===== config.mk =====
export PLATFORM = sky130hd
export DESIGN_NAME = alu_wb
export DESIGN_NICKNAME = d
export VERILOG_FILES = /design/src/rtl/alu_wb_pkg.sv /design/src/rtl/alu_wb_fifo.sv /design/src/rtl/alu_wb.sv
export SDC_FILE = /design/constraint.sdc
export NUM_CORES = 1
export LEC_CHECK = 0
export CAP_MARGIN = 20
export CORE_MARGIN = 2
export CORE_UTILIZATION = 54
export CTS_BUF_LIST = sky130_fd_sc_hd__clkbuf_4 sky130_fd_sc_hd__clkbuf_8
export DETAILED_ROUTE_END_ITERATION = 8
export PLACE_DENSITY = 0.79
export SYNTH_ARGS = -nofsm -noshare
export SYNTH_HDL_FRONTEND = slang
export SYNTH_SLANG_ARGS = --single-unit

===== constraint.sdc =====
create_clock -name clk -period 3.11 [get_ports clk]
set_input_delay 0.622 -clock clk [delete_from_list [all_inputs] [get_ports clk]]
set_output_delay 0.622 -clock clk [all_outputs]
set_load 0.005 [all_outputs]

===== src/rtl/alu_wb_pkg.sv =====
// Shared core package for the ALU write-back block.
// Holds the datapath and commit sizing constants, the per-source FIFO entry
// layout and a small pointer-wrap helper used by the FIFO.
package alu_wb_pkg;

    localparam int unsigned RV       = 64;  // datapath width
    localparam int unsigned NCOMMIT  = 32;  // commit registers
    localparam int unsigned LNCOMMIT = 5;   // commit index bits
    localparam int unsigned DEPTH    = 4;   // entries per source FIFO

    localparam int unsigned PTRW = (DEPTH > 1) ? $clog2(DEPTH) : 1;
    localparam int unsigned CNTW = $clog2(DEPTH) + 1;

    typedef struct packed {
        logic [RV-1:0]       data;
        logic [LNCOMMIT-1:0] rd;
        logic                live;
    } fifo_entry_t;

    // Advance a FIFO pointer, wrapping modulo DEPTH (DEPTH need not be a power of two).
    function automatic logic [PTRW-1:0] ptr_inc(input logic [PTRW-1:0] p);
        return (p == PTRW'(DEPTH - 1)) ? '0 : p + 1'b1;
    endfunction

endpackage


===== src/rtl/alu_wb_fifo.sv =====
// Per-ALU result FIFO for the write-back block.
// Ports:
//   clk_i, rst_ni   clock and synchronous active-low reset
//   push_i          store push_entry_i this edge (live bit already kill-qualified)
//   grant_i         head has been granted the commit write port this cycle
//   kill_i          commit entries flushed this cycle; matching stored entries go dead
//   head_live_o     FIFO non-empty and its head is live
//   head_data_o/head_rd_o  head contents
//   count_o         registered occupancy
//   drop_o          push arrived at a full FIFO with no pop this cycle
module alu_wb_fifo
    import alu_wb_pkg::*;
(
    input  logic                clk_i,
    input  logic                rst_ni,
    input  logic                push_i,
    input  fifo_entry_t         push_entry_i,
    input  logic                grant_i,
    input  logic [NCOMMIT-1:0]  kill_i,
    output logic                head_live_o,
    output logic [RV-1:0]       head_data_o,
    output logic [LNCOMMIT-1:0] head_rd_o,
    output logic [CNTW-1:0]     count_o,
    output logic                drop_o
);

    fifo_entry_t     mem_q [DEPTH];
    fifo_entry_t     mem_d [DEPTH];
    logic [PTRW-1:0] wptr_q, wptr_d;
    logic [PTRW-1:0] rptr_q, rptr_d;
    logic [CNTW-1:0] count_q, count_d;
    logic            non_empty, full, pop, push_ok;

    always_comb begin
        mem_d = mem_q;
        // Kill every slot by rd; stale slots outside the occupied range are harmless.
        for (int i = 0; i < DEPTH; i++) begin
            if (kill_i[mem_q[i].rd]) begin
                mem_d[i].live = 1'b0;
            end
        end

        non_empty = (count_q != '0);
        full      = (count_q == CNTW'(DEPTH));
        // Dead heads drain on their own, regardless of grant or stall.
        pop       = non_empty && (!mem_q[rptr_q].live || grant_i);
        push_ok   = push_i && (!full || pop);

        // When full and popping, wptr == rptr: the new entry reuses the freed slot.
        if (push_ok) begin
            mem_d[wptr_q] = push_entry_i;
        end

        wptr_d  = push_ok ? ptr_inc(wptr_q) : wptr_q;
        rptr_d  = pop ? ptr_inc(rptr_q) : rptr_q;
        count_d = count_q;
        if (push_ok && !pop) begin
            count_d = count_q + 1'b1;
        end else if (!push_ok && pop) begin
            count_d = count_q - 1'b1;
        end
    end

    always_ff @(posedge clk_i) begin
        if (!rst_ni) begin
            for (int i = 0; i < DEPTH; i++) begin
                mem_q[i] <= '0;
            end
            wptr_q  <= '0;
            rptr_q  <= '0;
            count_q <= '0;
        end else begin
            mem_q   <= mem_d;
            wptr_q  <= wptr_d;
            rptr_q  <= rptr_d;
            count_q <= count_d;
        end
    end

    assign head_live_o = non_empty && mem_q[rptr_q].live;
    assign head_data_o = mem_q[rptr_q].data;
    assign head_rd_o   = mem_q[rptr_q].rd;
    assign count_o     = count_q;
    assign drop_o      = push_i && full && !pop;

endmodule


===== src/rtl/alu_wb.sv =====
// ALU result write-back arbiter.
// Buffers results from NALU ALUs in per-source FIFOs and writes them to the
// commit register file one per cycle, round-robin between live FIFO heads.
// Ports:
//   clk, reset      clock and synchronous active-low reset
//   alu_result/alu_rd/alu_makes_rd  per-ALU result, destination and valid
//   commit_kill     commit entries flushed this cycle
//   wr_stall        commit write port taken by a higher-priority writer
//   wr_enable/wr_addr/wr_data/wr_src  commit write port and one-hot granted source
//   alu_stall       per-ALU issue back-pressure
//   overflow        sticky: a result was dropped at a full FIFO
module alu_wb
    import alu_wb_pkg::fifo_entry_t;
    import alu_wb_pkg::CNTW;
#(
    parameter int unsigned RV       = 64,
    parameter int unsigned NCOMMIT  = 32,
    parameter int unsigned LNCOMMIT = 5,
    parameter int unsigned NALU     = 2,
    parameter int unsigned DEPTH    = 4
) (
    input  logic                     clk,
    input  logic                     reset,
    input  logic [NALU*RV-1:0]       alu_result,
    input  logic [NALU*LNCOMMIT-1:0] alu_rd,
    input  logic [NALU-1:0]          alu_makes_rd,
    input  logic [NCOMMIT-1:0]       commit_kill,
    input  logic                     wr_stall,
    output logic                     wr_enable,
    output logic [LNCOMMIT-1:0]      wr_addr,
    output logic [RV-1:0]            wr_data,
    output logic [NALU-1:0]          wr_src,
    output logic [NALU-1:0]          alu_stall,
    output logic                     overflow
);

    localparam int unsigned RRW = (NALU > 1) ? $clog2(NALU) : 1;

    logic [NALU-1:0]     head_live;
    logic [NALU-1:0]     drop;
    logic [RV-1:0]       head_data [NALU];
    logic [LNCOMMIT-1:0] head_rd   [NALU];
    logic [CNTW-1:0]     count     [NALU];

    logic [RRW-1:0] rr_q, rr_d;
    logic [RRW-1:0] gnt_idx, cand;
    logic           gnt_found;
    logic           overflow_q, overflow_d;

    for (genvar i = 0; i < NALU; i++) begin : g_src
        logic [LNCOMMIT-1:0] rd;
        fifo_entry_t         push_entry;

        assign rd = alu_rd[i*LNCOMMIT +: LNCOMMIT];
        // A result whose rd is flushed on its push edge is stored already dead.
        assign push_entry = '{data: alu_result[i*RV +: RV], rd: rd, live: !commit_kill[rd]};

        alu_wb_fifo u_fifo (
            .clk_i        (clk),
            .rst_ni       (reset),
            .push_i       (alu_makes_rd[i]),
            .push_entry_i (push_entry),
            .grant_i      (wr_src[i]),
            .kill_i       (commit_kill),
            .head_live_o  (head_live[i]),
            .head_data_o  (head_data[i]),
            .head_rd_o    (head_rd[i]),
            .count_o      (count[i]),
            .drop_o       (drop[i])
        );

        // Two results can already be in flight in the ALU when this asserts.
        assign alu_stall[i] = (count[i] >= CNTW'(DEPTH - 2));
    end

    // Round-robin: scan live heads starting at the preferred source.
    always_comb begin
        gnt_found = 1'b0;
        gnt_idx   = rr_q;
        cand      = '0;
        for (int k = 0; k < NALU; k++) begin
            cand = RRW'((32'(rr_q) + 32'(k)) % NALU);
            if (!gnt_found && head_live[cand]) begin
                gnt_found = 1'b1;
                gnt_idx   = cand;
            end
        end

        wr_enable = !wr_stall && gnt_found;
        wr_src    = wr_enable ? (NALU'(1) << gnt_idx) : '0;
        wr_addr   = head_rd[gnt_idx];
        wr_data   = head_data[gnt_idx];

        rr_d = rr_q;
        if (wr_enable) begin
            rr_d = (gnt_idx == RRW'(NALU - 1)) ? '0 : gnt_idx + 1'b1;
        end

        overflow_d = overflow_q | (|drop);
    end

    always_ff @(posedge clk) begin
        if (!reset) begin
            rr_q       <= '0;
            overflow_q <= 1'b0;
        end else begin
            rr_q       <= rr_d;
            overflow_q <= overflow_d;
        end
    end

    assign overflow = overflow_q;

endmodule


### After elaboration in Yosys (flattened, before gate mapping)

Cells that the tools add are included.

* output and inout port bits: 75
* bits in registers: 576
* bits in read-only memories: 0
* bits of input ports: 175
* bits in latches: 0
* logic and storage cells: 180
* RAM bits: 0
* memories kept: 0

* bitwise logic cells: 6
* div/mod/pow operators: 0
* equality and inequality tests: 6
* multiplexer cells: 65
* shift-type cells: 1
* $mul: 0
* add/subtract/negate cells: 10
* order comparisons: 21
* reduce and logical (&&, ||, !) cells: 39

Operators by type and width (number)
* $bwmux W280: 2
* $mux W211: 2
* $mux W70: 6
* $bmux W70 S2: 2
* $demux W70 S2: 2
* $mux W64: 3
* $lt A5 B6 Y1 const B: 10
* $bmux W1 S5: 10
* $mux W1: 26
* $logic_and A1 B1 Y1: 18
* $mux W5: 3
* $ge A3 B3 Y1 const B: 4
* $logic_not A1 Y1: 12
* $mux W3: 4
* $not A2 Y3: 4
* $mux W2: 5
* $add A2 B1 Y2 const B: 4
* $eq A2 B2 Y1 const B: 4
* $add A3 B1 Y3 const B: 2
* $eq A3 B3 Y1 const B: 2
* $ge A3 B2 Y1 const B: 2
* $lt A3 B1 Y1 const B: 2
* $reduce_bool A3 Y1: 2
* $sub A3 B1 Y3 const B: 2
* other kinds (9): 15

### Depth between registers and ports, before layout

Gate-level depths: netlist (run 1).

* word-level depth: 21
* mapped depth: 11
* mapped depth without buffers: 10

### Hierarchy

A second synthesis (run 1) with hierarchy kept.

* cells, all modules: 3214
* area total of the unflattened synthesis: 29300.6 sq um

Modules (own cells, without submodules)
* alu_wb_fifo (g_src[1].u_fifo): cells each 1521, sequential area each 5745.5 sq um, instances 1, area each 13731.9 sq um
* alu_wb_fifo (g_src[0].u_fifo): cells each 1521, sequential area each 5745.5 sq um, instances 1, area each 13726.9 sq um
* alu_wb: cells each 172, sequential area each 40.0 sq um, instances 1, area each 1841.8 sq um

### Least setup slack after synthesis (run 1)

Ideal clock, no wire load.

* path type: register to register
* start point: register g_src[0].u_fifo.rptr_q[1]
* end point: register g_src[1].u_fifo.count_q[2]
* arrival time: 2882 ps
* setup slack: 157 ps
* library setup time: 70 ps
* stages on the path, launching flop included: 12
* clock period less this slack: 2953 ps
* buffers on the path: 1
* required time: 3040 ps
* cell sequence: dfxtp_1 > buf_2 > mux4_2 > a31oi_4 > o21ai_0 > inv_1 > ha_1 > inv_1 > fa_1 > xor2_1 > or3_1 > a21oi_1

* longest elaborated chain between the ends: 20
* elaborated cells between the ends (all ways): 27
* classes of those cells: shift (1); mux (12); bitwise (1); reduce/logical (13)

RTL lines
* from (decl): RTL line alu_wb_fifo.sv:30 `logic [PTRW-1:0] rptr_q, rptr_d;`
* from (signal assigned): RTL line alu_wb_fifo.sv:75 `rptr_q <= rptr_d;`
* $not A2 Y3 (not written as such) *: RTL line alu_wb_fifo.sv:80 `assign head_live_o = non_empty && mem_q[rptr_q].live;`
* $bmux W70 S2 *: RTL line alu_wb_fifo.sv:80
* $mux W70 (not written as such) * (2 in a row): RTL line alu_wb_fifo.sv:80
* $logic_and A1 B1 Y1 *: RTL line alu_wb_fifo.sv:80
* $mux W1 (not written as such) (2 in a row): RTL line alu_wb.sv:83 `if (!gnt_found && head_live[cand]) begin`
* $mux W1: RTL line alu_wb.sv:83
* $logic_not A1 Y1: RTL line alu_wb.sv:83
* $logic_and A1 B1 Y1: RTL line alu_wb.sv:83
* (+3 left out)
* $logic_or A1 B1 Y1 *: RTL line alu_wb_fifo.sv:46 `pop = non_empty && (!mem_q[rptr_q].live || grant_i);`
* $logic_and A1 B1 Y1 *: RTL line alu_wb_fifo.sv:46
* $logic_or A1 B1 Y1 *: RTL line alu_wb_fifo.sv:47 `push_ok = push_i && (!full || pop);`
* $logic_and A1 B1 Y1 *: RTL line alu_wb_fifo.sv:47
* via g_src[1].u_fifo.push_ok: RTL line alu_wb_fifo.sv:32 `logic non_empty, full, pop, push_ok;`
* $logic_not A1 Y1: RTL line alu_wb_fifo.sv:59 `end else if (!push_ok && pop) begin`
* $logic_and A1 B1 Y1: RTL line alu_wb_fifo.sv:59
* $reduce_bool A2 Y1 (no source line)
* to (signal assigned): RTL line alu_wb_fifo.sv:76 `count_q <= count_d;`
* to (decl): RTL line alu_wb_fifo.sv:31 `logic [CNTW-1:0] count_q, count_d;`

The timed path passes the listed nets; every way through them passes the cells marked *. The select of a mux whose other input is x is not followed.
A chain may end at the register's enable or synchronous reset.

### Worst setup path after layout (run 1)

* start point: register g_src[1].u_fifo.rptr_q[1]
* end point: output wr_data[60]

* longest elaborated chain between the ends: 15
* elaborated cells between the ends (all ways): 17
* classes of those cells: mux (12); bitwise (2); reduce/logical (3)

RTL lines
* from (decl): RTL line alu_wb_fifo.sv:30
* from (signal assigned): RTL line alu_wb_fifo.sv:75
* $not A2 Y3 (not written as such) *: RTL line alu_wb_fifo.sv:80, alu_wb_fifo.sv:81
* $bmux W70 S2 *: RTL line alu_wb_fifo.sv:80, alu_wb_fifo.sv:81
* $mux W70 (not written as such) * (2 in a row): RTL line alu_wb_fifo.sv:80
* $logic_and A1 B1 Y1: RTL line alu_wb_fifo.sv:80
* $mux W1 (not written as such) (2 in a row): RTL line alu_wb.sv:83
* $mux W1: RTL line alu_wb.sv:83
* $logic_not A1 Y1: RTL line alu_wb.sv:83
* $logic_and A1 B1 Y1: RTL line alu_wb.sv:83
* $mux W1: RTL line alu_wb.sv:83
* $not A1 Y2 (not written as such): RTL line alu_wb.sv:92 `wr_data = head_data[gnt_idx];`
* $mux W64 (not written as such) * (3 in a row): RTL line alu_wb.sv:92
* to (decl): RTL line alu_wb.sv:31 `output logic [RV-1:0] wr_data,`

Mark *: on every way between the ends. The rest lies on a longest branch, timed or not. The select of a mux whose other input is x is not followed.

==> results of run 1 <==
[metrics by stage]
stage	TNS [ns]	worst slack (ns)	util (%)	power, mW	cell area, sq um
2_1_floorplan	0	0.1573	-	11.34	27470
3_3_place_gp	0	0.05803	61.09	13.29	30650
3_5_place_dp	0	0.07236	61.09	13.42	30650
5_1_grt	-32.79	-0.5341	65.69	21.67	32960
6_report	-28.28	-0.4747	65.71	20.96	32970
4_1_cts	-42.30	-0.6950	65.32	20.73	32770
[cells by family (layout without fill, tap and decap cells)]
| group | count (synthesis) | in the layout |
|---|---|---|
| simple gates | 1253 | 1253 |
| compound gates | 653 | 653 |
| buf+inv | 308 | 556 |
| flops | 576 | 576 |
| xor+xnor | 4 | 4 |
| other cells | 0 | 8 |
| mux | 347 | 347 |
| fa+ha+maj | 15 | 15 |
[registers in the layout, summed over array words and instances, names as in the netlist]
signal	cells
g_src.u_fifo.count_o	6
g_src.u_fifo.mem_q	560
overflow	1
g_src.u_fifo.wptr_q	4
g_src.u_fifo.rptr_q	4
rr_q	1
[synth_stat cells (5+ instances only)]
master | n | area share [%]
nand2_1 | 1133 | 15
dfxtp_1 | 576 | 42
a21oi_1 | 572 | 10
mux4_2 | 180 | 15
clkbuf_1 | 136 | 1.9
buf_2 | 110 | 2.0
mux2i_1 | 96 | 3.5
mux2_2 | 71 | 2.9
nor2_1 | 31 | 0.42
a22oi_1 | 25 | 0.68
nand3_1 | 20 | 0.36
inv_1 | 19 | 0.26
nand2b_1 | 19 | 0.43
buf_1 | 17 | 0.23
nor2b_1 | 14 | 0.32
buf_6 | 13 | 0.53
ha_1 | 12 | 0.55
buf_4 | 10 | 0.27
o21ai_0 | 9 | 0.16
nand4_1 | 7 | 0.16
o22ai_1 | 7 | 0.16
or3_1 | 7 | 0.16
nand4b_1 | 6 | 0.19
a211oi_1 | 5 | 0.14
o2111ai_1 | 5 | 0.16
[worst min-delay path, stage by stage, from the launching register on]
cell and delay, ns:
dfxtp_1 0.31, nand2_1 0.05, a21oi_1 0.05
[worst min path at each step]
stage / from / end / slack (ns) / depth (start not counted)
finish: g_src[0].u_fifo.mem_q[11] / g_src[0].u_fifo.mem_q[11] / 0.45 / 2
global route: g_src[0].u_fifo.mem_q[76] / g_src[0].u_fifo.mem_q[76] / 0.47 / 2
CTS: g_src[1].u_fifo.mem_q[93] / g_src[1].u_fifo.mem_q[93] / 0.45 / 2
detailed placement: g_src[1].u_fifo.mem_q[93] / g_src[1].u_fifo.mem_q[93] / 0.44 / 2
global placement: g_src[1].u_fifo.mem_q[149] / g_src[1].u_fifo.mem_q[149] / 0.44 / 2
floorplan: g_src[0].u_fifo.mem_q[100] / g_src[0].u_fifo.mem_q[100] / 0.43 / 2
[cells in the final DEF, fill, tap and decap left out, drive strengths merged, types with 3 or more instances in the layout]
| cell type | netlist | layout |
|---|---|---|
| nand3b | 4 | 4 |
| or2 | 3 | 3 |
| a211oi | 5 | 5 |
| clkdlybuf4s50 | 0 | 177 |
| nand2 | 1133 | 1133 |
| mux2i | 96 | 96 |
| diode | 0 | 8 |
| a21oi | 576 | 576 |
| o2111ai | 5 | 5 |
| or3 | 7 | 7 |
| bufinv | 0 | 5 |
| nand3 | 20 | 20 |
| ha | 12 | 12 |
| clkinv | 0 | 8 |
| nor2b | 14 | 14 |
| inv | 19 | 20 |
| clkinvlp | 0 | 3 |
| o21ai | 9 | 9 |
| xor2 | 4 | 4 |
| mux2 | 71 | 71 |
| a21o | 4 | 4 |
| o211ai | 6 | 6 |
| nand2b | 19 | 19 |
| dfxtp | 576 | 576 |
| nor3 | 3 | 3 |
| and2 | 4 | 4 |
| nor2 | 31 | 31 |
| o22ai | 7 | 7 |
| nand4 | 7 | 7 |
| a31oi | 3 | 3 |
| a22oi | 25 | 25 |
| dlymetal6s2s | 0 | 14 |
| nand4b | 6 | 6 |
| mux4 | 180 | 180 |
| o311a | 3 | 3 |
| o211a | 4 | 4 |
| clkbuf | 139 | 214 |
| buf | 150 | 115 |
[what timing repair did]
action | in CTS | in global routing
gates resized for setup | 21 | 169
setup endpoints to repair | 72 | 72
hold buffers | 0 | 0
setup buffers | 0 | 10
gates cloned | 0 | 9
pin swaps | 0 | 1
[power by group through the flow]
stage	Clock, mW	Sequential, mW	Combinational [mW]
final	7.42	7.99	5.56
after detailed placement	0	8.14	5.28
after floorplan	0	8.02	3.33
after global placement	0	8.11	5.18
after global routing	7.81	8.02	5.84
after CTS	7.48	7.98	5.27
[per-layer routing]
metal  track usage [%]  wire, um  share of wire [%]  up-vias
met5                 0        68              0.072        -
li1                  -         -                  -    11150
met3             9.512     12070                 13      358
met2             54.45     42500                 45     1729
met4             19.16      5055                5.4       10
met1             41.92     34270                 36    12040
[cell type report]
class	instances	share of cell area, %
clock buffers	155	5.769
inverters	19	0.2391
multi-input cells	2272	44.32
flip-flops and latches	576	35.02
well taps	672	2.550
clock inverters	17	0.7287
repair buffers	365	11.31
diodes	8	0.06072
==> out/qor.txt, run 1 <==
WP data required - 2.49 ns
first-pass GRT wire length - 140,300 um
ANT nets after route - 0
IO buf count - 249
area of the multi-input gates - 14,610 sq um
Core Area - 50,170 sq um
worst-case reg-to-reg path depth - 11
fillers - 3,909
Post-Synthesis Cells - 3,156
crit-path leading delay family - multiplexers
Clk pin slew, worst setup/hold paths - 0.06 ns
Slew headroom - 46.54%
Reg area - 11,550 sq um
# IOs - 250
combinational share of power - 26.5%
Crit path arrival time - 2.96 ns
minimum clock period - 3.585 ns
HPWL after DPL - 55,020 um
Setup violations, final - 70
Final period util - 115.3%
crit path buf inv count - 5
Post-Route WL - 93,960 um
clock buffer count from CTS - 96
RSZ-0062 raised after global routing - yes
EDFF count, synth - 0
Area Overhead vs Synth - 20.02%
post-synthesis mux area share - 21.17%
post-synthesis sequential area ratio - 41.98%
initial antenna violation count - 13
syn avg cell area - 8.704 sq um
max-cap check violation count - 0
post-synth net total - 3,345
Mapped Area - 27,470 sq um
critical path depth - 9
crit end category - output pin
FF-to-FF Start - g_src[0].u_fifo.rptr_q[1]
vias in the first global route - 25,450
Sw Ratio - 30.61%
Final Worst Setup Slack - -0.4747 ns
Worst Setup SP - g_src[1].u_fifo.rptr_q[1]
Synth Flop Type - dfxtp_1
GRT Residual Overflow - 0
largest net degree at the start of global routing - 132
XOR/XNOR Fraction of Synth Area - 0.1275%
CP max stage cell - mux4_2
CP Class - flop to output pin
Initial DRT Pass Iterations - 7
NumNets Final - 3,519
Sequential Power Share - 38.1%
CTS sink cnt - 576
failing checks - setup timing
Fmax - 0.2790 GHz
Worst R2R End - g_src[1].u_fifo.count_o[2]
Yosys warnings - 0
initial drt markers - 3,108
peak supply drop - 473.2 uV
CTS tree - done
H-tree levels - 3
mean routed wirelength per cell - 23.01 um
#FFs+latches synth - 576
Fin Hold WS - 0.4531 ns
clock power share - 35.4%
Critical Path Source Type - flop
Clock Latency Late Sink - 0.73 ns
DRC Markers - 0
largest family of logic cells by synthesized area - multiplexers
clock root buffer master - clkbuf_8
Rows - 82
HP Class - flop to flop
r2r setup slk - 0.17 ns
status - complete, but fails checks
final std cells w/o fill - 4,084
Clock Skew - 0.06564 ns
Post-Synth Adder-Cell Area - 0.7334%
worst setup path endpoint - wr_data[60]
initial core utilization - 54.75%
Post-synth ARST share - 0%
Die Height - 229.5 um
final hold violations - 0
Routability Congestion - 0.9663
vias after detailed routing - 25,290
Bufs on Longest Clock Path - 3
vias per cell - 6.191
most frequent CP cell - buf_6
crit-path max cell delay - 0.52 ns
Distinct cells, synth - 48
Leakage - 11.69 nW
Switch Pwr - 6.418 mW
P_int - 14.55 mW
Slew Limit Fails - 0
Slew @ Worst Pin - 0.7994 ns
GR Util All Layers - 34.21%
die width - 229.5 um
CP Cell Sequence - mux4_2, nand2b_1, inv_1, maj3_4, buf_8, buf_6, clkbuf_16, mux2_4, buf_6
Die ar. - 52,690 sq um
Compound-Gate Fraction of Synth Area - 12.88%
layout cells sized above 1 - 18.39%
crit path max fanout - 5
Placed Instances - 3,885
Pwr Density - 635.9 nW/um^2
post-synthesis simple-gate area fraction - 17.90%
No activity file was read; power rests on OpenSTA's default activity.
==> inputs of run 2 (changes only) <==
CTS_CLUSTER_DIAMETER = 120   (was default)
SETUP_SLACK_MARGIN = 0.2   (was default)
==> out/qor.txt, run 2 (synthesis gave the netlist of run 1 again) <==
ANT nets after route - 0
crit-path max cell delay - 0.50 ns
crit path buf inv count - 5
DRC Markers - 0
max reg flops - 560
RSZ-0062 raised after global routing - yes
clock buffer count from CTS - 95
Reg area - 11,550 sq um
hold path cells - 2
commonest cells after routing, fill and taps aside - 1,133 x nand2_1, 572 x dfxtp_1, 571 x a21oi_1
initial antenna violation count - 10
Clock Latency Late Sink - 0.72 ns
GRT Residual Overflow - 0
status - complete, but fails checks
clock root buffer master - clkbuf_8
max-cap check violation count - 0
commonest non-fill, non-tap cell in the layout - nand2_1
mean routed wirelength per cell - 21.98 um
Final period util - 115.0%
Final Worst Setup Slack - -0.4680 ns
Worst R2R End - g_src[0].u_fifo.count_o[2]
Rows - 82
H-tree levels - 3
crit-path leading delay family - multiplexers
r2r setup slk - 0.15 ns
post-route cell area - 32,900 sq um
Switch Pwr - 6.312 mW
Crit path arrival time - 2.96 ns
Sw Ratio - 30.44%
final std cells w/o fill - 4,076
minimum clock period - 3.578 ns
most frequent CP cell - buf_12
clock power share - 35.3%
NumNets Final - 3,510
CTS tree - done
crit end category - output pin
Fmax - 0.2795 GHz
HPWL after DPL - 54,190 um
Slew Limit Fails - 0
Post-DP Area - 30,690 sq um
initial drt markers - 3,109
Routability Congestion - 0.9881
# IOs - 250
Top reg by flops - g_src.u_fifo.mem_q
area of the multi-input gates - 14,640 sq um
die width - 229.5 um
Pwr Density - 630.4 nW/um^2
Bufs on Longest Clock Path - 3
Die Height - 229.5 um
Hold Crit Start - g_src[1].u_fifo.mem_q[119]
CP Cell Sequence - mux4_2, nand2b_1, inv_2, maj3_4, buf_12, buf_12, buf_16, mux2_4, buf_6
WHS Endpoint - g_src[1].u_fifo.mem_q[119]
Leakage - 11.47 nW
initial core utilization - 54.75%
WP data required - 2.49 ns
Slew @ Worst Pin - 0.8261 ns
CP Class - flop to output pin
Area Overhead vs Synth - 19.75%
Post-Route WL - 89,590 um
GR Util All Layers - 33.40%
FF-to-FF Start - g_src[1].u_fifo.rptr_q[1]
combinational share of power - 26.3%
vias per cell - 6.135
Clk pin slew, worst setup/hold paths - 0.06 ns
Setup violations, final - 70
final hold violations - 0
setup TNS - -27.62 ns
largest net degree at the start of global routing - 183
Hold-fix buffers, CTS - 0
Core Area - 50,170 sq um
P_int - 14.42 mW
worst-case reg-to-reg path depth - 12
CTS sink cnt - 576
vias in the first global route - 24,890
HP Class - flop to flop
CP max stage cell - mux4_2
peak supply drop - 475.4 uV
Critical Path Source Type - flop
Placed Instances - 3,879
crit path max fanout - 8
vias after detailed routing - 25,010
failing checks - setup timing
layout cells sized above 1 - 18.60%
Sequential Power Share - 38.5%
Clock Skew - 0.04519 ns
fillers - 3,845
Die ar. - 52,690 sq um
Slew headroom - 44.92%
IO buf count - 249
Initial DRT Pass Iterations - 6
first-pass GRT wire length - 138,000 um
## run 2: changes by cell type in the layout (fill, tap and decap cells not counted), sizes merged
cell | before | now
clkinv | 8 | 16
inv | 20 | 22
clkinvlp | 3 | 1
diode | 8 | 7
clkbuf | 214 | 185
buf | 115 | 134
clkdlybuf4s15 | 0 | 1
dlygate4sd2 | 0 | 9
bufinv | 5 | 4
dlymetal6s2s | 14 | 0
## run 2: layout make-up
| cell class | count | area share, % |
|---|---|---|
| repair buffers | 357 | 11.08 |
| flip-flops and latches | 576 | 35.10 |
| inverters | 19 | 0.2396 |
| well taps | 672 | 2.556 |
| diodes | 7 | 0.05325 |
| clock inverters | 24 | 0.8140 |
| clock buffers | 149 | 5.645 |
| multi-input cells | 2272 | 44.51 |
## run 2: how the worst max path moves through the flow
stage | start | end | slack [ns] | cells past startpoint
after global routing | g_src[1].u_fifo.rptr_q[1] | wr_data[35] | -0.54 | 9
after detailed placement | g_src[1].u_fifo.rptr_q[1] | wr_data[23] | 0.02 | 7
final | g_src[1].u_fifo.rptr_q[1] | wr_data[35] | -0.47 | 9
after floorplan | g_src[0].u_fifo.rptr_q[1] | g_src[1].u_fifo.count_o[2] | 0.24 | 11
after CTS | g_src[1].u_fifo.rptr_q[1] | wr_data[42] | -0.61 | 9
after global placement | g_src[1].u_fifo.rptr_q[1] | wr_data[52] | 0.05 | 7
## run 2: through the flow
| stage | util (%) | setup WS, ns | hold slack [ns] | power [mW] |
|---|---|---|---|---|
| finish | 65.57 | -0.4680 | 0.4506 | 20.74 |
| global route | 65.56 | -0.5360 | 0.4668 | 21.49 |
| CTS | 65.66 | -0.6050 | 0.4513 | 20.71 |
| detailed placement | 61.18 | 0.01710 | 0.4437 | 13.40 |
| global placement | 61.18 | 0.04790 | 0.4381 | 13.28 |
| floorplan | - | 0.2436 | 0.4331 | 11.34 |
## run 2: what timing repair did
action	CTS	global route
pin swaps	1	4
cloned	4	1
endpoints found under the hold margin	0	0
setup buffers	11	1
setup endpoints to repair	72	72
gates resized for setup	190	70
## run 2: power by group through the flow
stage / Clock (mW) / Combinational [mW] / Sequential, mW
detailed placement: 0 / 5.27 / 8.14
global route: 7.72 / 5.75 / 8.02
global placement: 0 / 5.17 / 8.11
finish: 7.31 / 5.45 / 7.98
floorplan: 0 / 3.33 / 8.02
CTS: 7.38 / 5.35 / 7.97
## run 2: tightest hold or removal path: cells and delay by family, from the launching register on
kind            cells  cell delay, ns
flops               1            0.30
simple gates        1            0.05
compound gates      1            0.05
## run 2: routing by layer
| layer | vias to the layer above | part of all wire (%) | routed length, um | global-route usage [%] |
|---|---|---|---|---|
| li1 | 11140 | - | - | - |
| met1 | 12040 | 37 | 33440 | 41.65 |
| met2 | 1535 | 48 | 42620 | 54.93 |
| met3 | 288 | 11 | 9935 | 7.732 |
| met4 | 6 | 4.0 | 3550 | 15.67 |
| met5 | - | 0.046 | 41 | 0 |
